`src/rtl/lsu_rmw.sv`:
```
// lsu_rmw: byte/half/word load-store unit with read-modify-write for sub-word stores on a word-only memory.
// Optional LSU_PERF_EN adds saturating load/store/error response counters.
module lsu_rmw #(
    parameter int ADDR_W   = 32,
    parameter int DM_WORDS = 512
) (
    input  logic              clk,
    input  logic              rst,
    input  logic              req_valid,
    output logic              req_ready,
    input  logic              req_we,
    input  logic [1:0]        req_size,
    input  logic              req_unsigned,
    input  logic [ADDR_W-1:0] req_addr,
    input  logic [31:0]       req_wdata,
    output logic              resp_valid,
    output logic              resp_err,
    output logic [31:0]       resp_rdata,
    output logic [ADDR_W-1:0] dm_addr,
    output logic [31:0]       dm_wdata,
    output logic              dm_memr,
    output logic              dm_memwr,
    input  logic [31:0]       dm_rdata
`ifdef LSU_PERF_EN
    ,
    output logic [15:0]       cnt_load,
    output logic [15:0]       cnt_store,
    output logic [15:0]       cnt_err
`endif
);
    localparam logic [1:0] S_IDLE   = 2'd0;
    localparam logic [1:0] S_ACCESS = 2'd1;
    localparam logic [1:0] S_WB     = 2'd2;

    logic [1:0]        r_state;
    logic              r_we;
    logic [1:0]        r_size;
    logic              r_unsigned;
    logic [ADDR_W-1:0] r_addr;
    logic [31:0]       r_wdata;
    logic [31:0]       r_merged;
    logic              r_resp_valid;
    logic              r_resp_err;
    logic [31:0]       r_resp_rdata;

    logic              w_acc;
    logic              w_word_st;
    logic              w_err;
    logic [4:0]        w_sh;
    logic [7:0]        w_byte;
    logic [15:0]       w_half;
    logic [31:0]       w_load;
    logic [31:0]       w_mask;
    logic [31:0]       w_merged;

    assign w_acc     = (r_state == S_ACCESS);
    assign w_word_st = r_we & (r_size == 2'b10);
    assign w_err     = (r_size == 2'b11)
                     | ((r_size == 2'b01) & r_addr[0])
                     | ((r_size == 2'b10) & (r_addr[1:0] != 2'b00))
                     | ({2'b00, r_addr[ADDR_W-1:2]} >= ADDR_W'(DM_WORDS));
    assign w_sh      = {r_addr[1:0], 3'b000};
    assign w_byte    = 8'(dm_rdata >> w_sh);
    assign w_half    = r_addr[1] ? dm_rdata[31:16] : dm_rdata[15:0];
    assign w_load    = (r_size == 2'b00) ? {{24{~r_unsigned & w_byte[7]}}, w_byte}
                     : (r_size == 2'b01) ? {{16{~r_unsigned & w_half[15]}}, w_half}
                     : dm_rdata;
    // Halves are 2-byte aligned here, so the same lane shift serves both sizes
    assign w_mask    = ((r_size == 2'b00) ? 32'h0000_00FF : 32'h0000_FFFF) << w_sh;
    assign w_merged  = (dm_rdata & ~w_mask) | ((r_wdata << w_sh) & w_mask);

    assign req_ready  = (r_state == S_IDLE);
    assign resp_valid = r_resp_valid;
    assign resp_err   = r_resp_err;
    assign resp_rdata = r_resp_rdata;
    assign dm_addr    = {r_addr[ADDR_W-1:2], 2'b00};
    assign dm_wdata   = (r_state == S_WB) ? r_merged : r_wdata;
    // Strobes are gated by rst so a reset edge never commits a pending write
    assign dm_memr    = ~rst & w_acc & ~w_err & ~w_word_st;
    assign dm_memwr   = ~rst & ((w_acc & ~w_err & w_word_st) | (r_state == S_WB));

    always_ff @(posedge clk) begin
        if (rst) begin
            r_state      <= S_IDLE;
            r_we         <= 1'b0;
            r_size       <= 2'b00;
            r_unsigned   <= 1'b0;
            r_addr       <= '0;
            r_wdata      <= '0;
            r_merged     <= '0;
            r_resp_valid <= 1'b0;
            r_resp_err   <= 1'b0;
            r_resp_rdata <= '0;
        end else begin
            r_resp_valid <= 1'b0;
            r_resp_err   <= 1'b0;
            if (r_state == S_IDLE) begin
                if (req_valid) begin
                    r_we       <= req_we;
                    r_size     <= req_size;
                    r_unsigned <= req_unsigned;
                    r_addr     <= req_addr;
                    r_wdata    <= req_wdata;
                    r_state    <= S_ACCESS;
                end
            end else if (w_acc) begin
                if (w_err || !r_we || w_word_st) begin
                    r_state      <= S_IDLE;
                    r_resp_valid <= 1'b1;
                    r_resp_err   <= w_err;
                    r_resp_rdata <= (!w_err && !r_we) ? w_load : 32'h0;
                end else begin
                    r_merged <= w_merged;
                    r_state  <= S_WB;
                end
            end else if (r_state == S_WB) begin
                r_state      <= S_IDLE;
                r_resp_valid <= 1'b1;
                r_resp_rdata <= 32'h0;
            end else begin
                r_state <= S_IDLE;
            end
        end
    end

`ifdef LSU_PERF_EN
    logic [15:0] r_cnt_load;
    logic [15:0] r_cnt_store;
    logic [15:0] r_cnt_err;

    assign cnt_load  = r_cnt_load;
    assign cnt_store = r_cnt_store;
    assign cnt_err   = r_cnt_err;

    always_ff @(posedge clk) begin
        if (rst) begin
            r_cnt_load  <= '0;
            r_cnt_store <= '0;
            r_cnt_err   <= '0;
        end else if (r_resp_valid) begin
            if (r_resp_err)
                r_cnt_err <= r_cnt_err + {15'd0, r_cnt_err != 16'hFFFF};
            else if (r_we)
                r_cnt_store <= r_cnt_store + {15'd0, r_cnt_store != 16'hFFFF};
            else
                r_cnt_load <= r_cnt_load + {15'd0, r_cnt_load != 16'hFFFF};
        end
    end
`endif
endmodule

```
`config.mk`:
```
export PLATFORM = sky130hd
export DESIGN_NAME = lsu_rmw
export DESIGN_NICKNAME = d
export VERILOG_FILES = /design/src/rtl/lsu_rmw.sv
export SDC_FILE = /design/constraint.sdc
export NUM_CORES = 1
export LEC_CHECK = 0
export ABC_AREA = 1
export CORE_UTILIZATION = 34
export DETAILED_ROUTE_END_ITERATION = 8
export DONT_BUFFER_PORTS = 1
export GPL_TIMING_DRIVEN = 0
export PLACE_DENSITY = 0.49
export SLEW_MARGIN = 30
export SYNTH_ARGS = -nofsm -noshare
export SYNTH_HDL_FRONTEND = slang
export SYNTH_SLANG_ARGS = --single-unit
```
`constraint.sdc`:
```
create_clock -name clk -period 1.75 [get_ports clk]
set_clock_uncertainty 0.15 [all_clocks]
set_input_delay 0.2625 -clock clk [delete_from_list [all_inputs] [get_ports clk]]
set_output_delay 0.2625 -clock clk [all_outputs]
set_load 0.01 [all_outputs]
```
==> impl_metrics.toml <==
[run_status]
run_status = "finished, violations left"
violations = "negative setup slack"

[critical_path]
arrival_ns = 1.65
path_buf_inv = 1
r2r_cells = 15
max_stage_delay_ns = 0.33
path_cells = "nor2_1 -> nand2_1 -> inv_1 -> nand2_2 -> nor2_4 -> nand3_4 -> nor3_4"
cp_slowest_cell = "dfxtp_2"
worstSetupPathType = "reg2out"
startpoint_type = "register"
path_max_fanout = 3
worst-path-stages = 7
crit_family = "simple AND/OR/NAND/NOR gates"
cp.required_ns = 1.34
cp-end-kind = "primary output"

[finish]
drive_gt1_frac = 0.2810
final_cell_mix = "nand2_1 (163), nor2_1 (154), o21ai_0 (118)"
final_nets = 1404
regArea_um2 = 2756
syn_to_final_growth_pct = 49.41
fill_cells = 2134
diodes = 0
layout_commonest_cell = "nand2_1"
multi_input_area_um2 = 4638
final_core_util = 0.5226

[global_route]
grt_max_degree = 17
use_met1 = 0.3371
top_usage_layer = "met2"
antenna_found_initial = 0
grt_use_met3 = 0.06738
overflow = 0
track_usage = 0.2688
grt_pass1_wl_um = 45130
grt_pass1_vias = 8031
use_met2 = 0.4407

[timing]
grt_setup_unrepaired = "yes"
fmax_mhz = 485.7
post-route-min-period_ns = 2.059
hold_viol_final = 0
setup-violations-final = 99
slew_headroom = 0.4626
finalWorstSetupSlack_ns = -0.3088
fin_crit_sh = 1.176
worstMarginPinSlew_ns = 0.8060
maxSlewViolCount = 0
hold_ws_ns = 0.03633

[logic_synthesis]
syn_avg_cell_area_um2 = 6.423
ys_ff_latch = 136
ys_warn_count = 0
syn_inst = 1152
synthTopCellsByArea = "dfxtp_1 (37%), nand2_1 (11%), o21ai_0 (10%)"
yosysSeqAreaShare = 0.3679
synth_top_cell_by_area = "dfxtp_1"
syn_area_um2 = 7400
ys_types = 31
yosysTopAreaCellShare = 0.3679

[die]
rows = 53
dieArea_um2 = 22360
pin_count = 204
start_util = 0.3498
fp.dieH_um = 149.5
core_region_area_um2 = 21150
dieWidth_um = 149.5

[clock_tree]
cts_tree = "built"
clockBufferDepth = 2
cts_sinks = 136
clkTransAtPathRegs_ns = 0.06
numCtsBuffers = 17
ctsHtreeMaxLevel = 4
cts_root_buf = "clkbuf_16"
clock_latency_ns = 0.43

[run]
max_cap_viol_count = 0

[drt]
routed_wl_um = 29950
drtIter0Drc = 567
dr.pass1.iters = 5
wl_per_cell_um = 18.86
via_per_inst = 5.143
drc = 0
via_count = 8167
ant_nets = 0

[min_path]
holdPathStages = 4
holdCritPathClass = "in2reg"

[power]
combinationalPowerShare = 0.197
p_int_uw = 6532
p_leak_uw = 0.004837
max-vdd-ir-drop_mv = 0.5906
finalPower_uw = 9282
p_sw_frac = 0.2963
switchingPower_uw = 2751
power_frac_seq = 0.361
power_density_nw_per_um2 = 839.6
p_clk_frac = 0.441

[placement]
portBuffers = 0
place_congestion = 0.9634
dp_hpwl_um = 21960
-- worst reg2reg max path, stage by stage (launching register included) --
cell       delay, ns
dfxtp_2         0.33
nor2_1          0.09
nand2_1         0.09
inv_1           0.07
nand2_2         0.06
nor2_4          0.16
nand3_4         0.13
clkinv_4        0.07
buf_4           0.11
buf_8           0.11
nand2_8         0.06
buf_4           0.14
clkbuf_16       0.15
nand2_2         0.06
nand2_1         0.05
nor2_1          0.12
-- path summary, 6_finish.rpt --
path | startpoint | to | slack (ns)
setup reg to reg | r_addr[15]$_SDFFE_PP0P_ | r_merged[10]$_SDFFE_PP0P_ | -0.27
hold reg to reg | r_addr[26]$_SDFFE_PP0P_ | r_addr[26]$_SDFFE_PP0P_ | 0.30
setup / recovery | r_addr[15]$_SDFFE_PP0P_ | dm_memr | -0.31
hold / removal | dm_rdata[21] | resp_rdata[21]$_SDFFE_PP0P_ | 0.04
-- cells by family (layout without fill, tap and decap cells) --
logic type | count (synthesis) | count (layout) | share of synthesized area
other cells | 1 | 2 | 0.0005068
compound gates | 275 | 275 | 0.1955
simple gates | 529 | 529 | 0.3039
flops | 136 | 136 | 0.3679
buf+inv | 211 | 371 | 0.1322
-- cells in the mapped netlist, drive strengths merged --
cell	count
clkbuf	45
conb	1
nor3	3
a21oi	102
o211ai	6
a211oi	1
nand2	220
and2	1
clkinv	2
or2	1
buf	65
nor2	192
dfxtp	136
o21ai	166
inv	99
nand3	112
-- layout make-up --
class,instances,share of cell area
multi-input cells,806,0.4195
flip-flops and latches,136,0.2493
repair buffers,129,0.1251
plain buffers,110,0.08035
clock buffers,18,0.03972
inverters,101,0.03520
well taps,275,0.03112
clock inverters,13,0.01969
-- layer usage --
metal,vias up,share of wire
li1,3982,-
met2,305,0.47
met1,3839,0.42
met4,0,0.023
met5,-,0
met3,41,0.086
-- state kept, by name, indices dropped and copies added, names as in the netlist --
signal,flops
r_addr,32
r_merged,32
resp_err,1
r_we,1
r_state,2
r_size,2
resp_rdata,32
r_wdata,32
resp_valid,1
r_unsigned,1
-- repair_timing --
action / CTS / global route
pin swaps: 16 / 36
hold endpoints to repair: 79 / 0
buffers inserted: 21 / 19
gates resized for setup: 274 / 131
endpoints found under the setup margin: 169 / 149
hold buffers: 79 / 0
cloned: 7 / 3
-- through the flow --
stage / cell area (µm²) / std cells / setup slack (ns) / TNS [ns]
2_1_floorplan: 7403 / 1153 / 0.04517 / 0
3_3_place_gp: 7747 / 1428 / -0.6454 / -65.27
3_5_place_dp: 7747 / 1428 / -0.6441 / -65.66
4_1_cts: 10430 / 1566 / -0.3767 / -14.60
5_1_grt: 11060 / 1588 / -0.4071 / -21.76
6_report: 11060 / 1588 / -0.3088 / -13.05
-- power by group through the flow --
| stage | Clock [µW] | Combinational [µW] | Sequential (µW) |
|---|---|---|---|
| finish | 4100 | 1830 | 3350 |
| global route | 4300 | 2010 | 3370 |
| CTS | 4160 | 1720 | 3340 |
| detailed placement | 0 | 1370 | 3390 |
| global placement | 0 | 1360 | 3390 |
| floorplan | 0 | 1000 | 3360 |
Note: power is estimated with default switching activity, not from simulation.
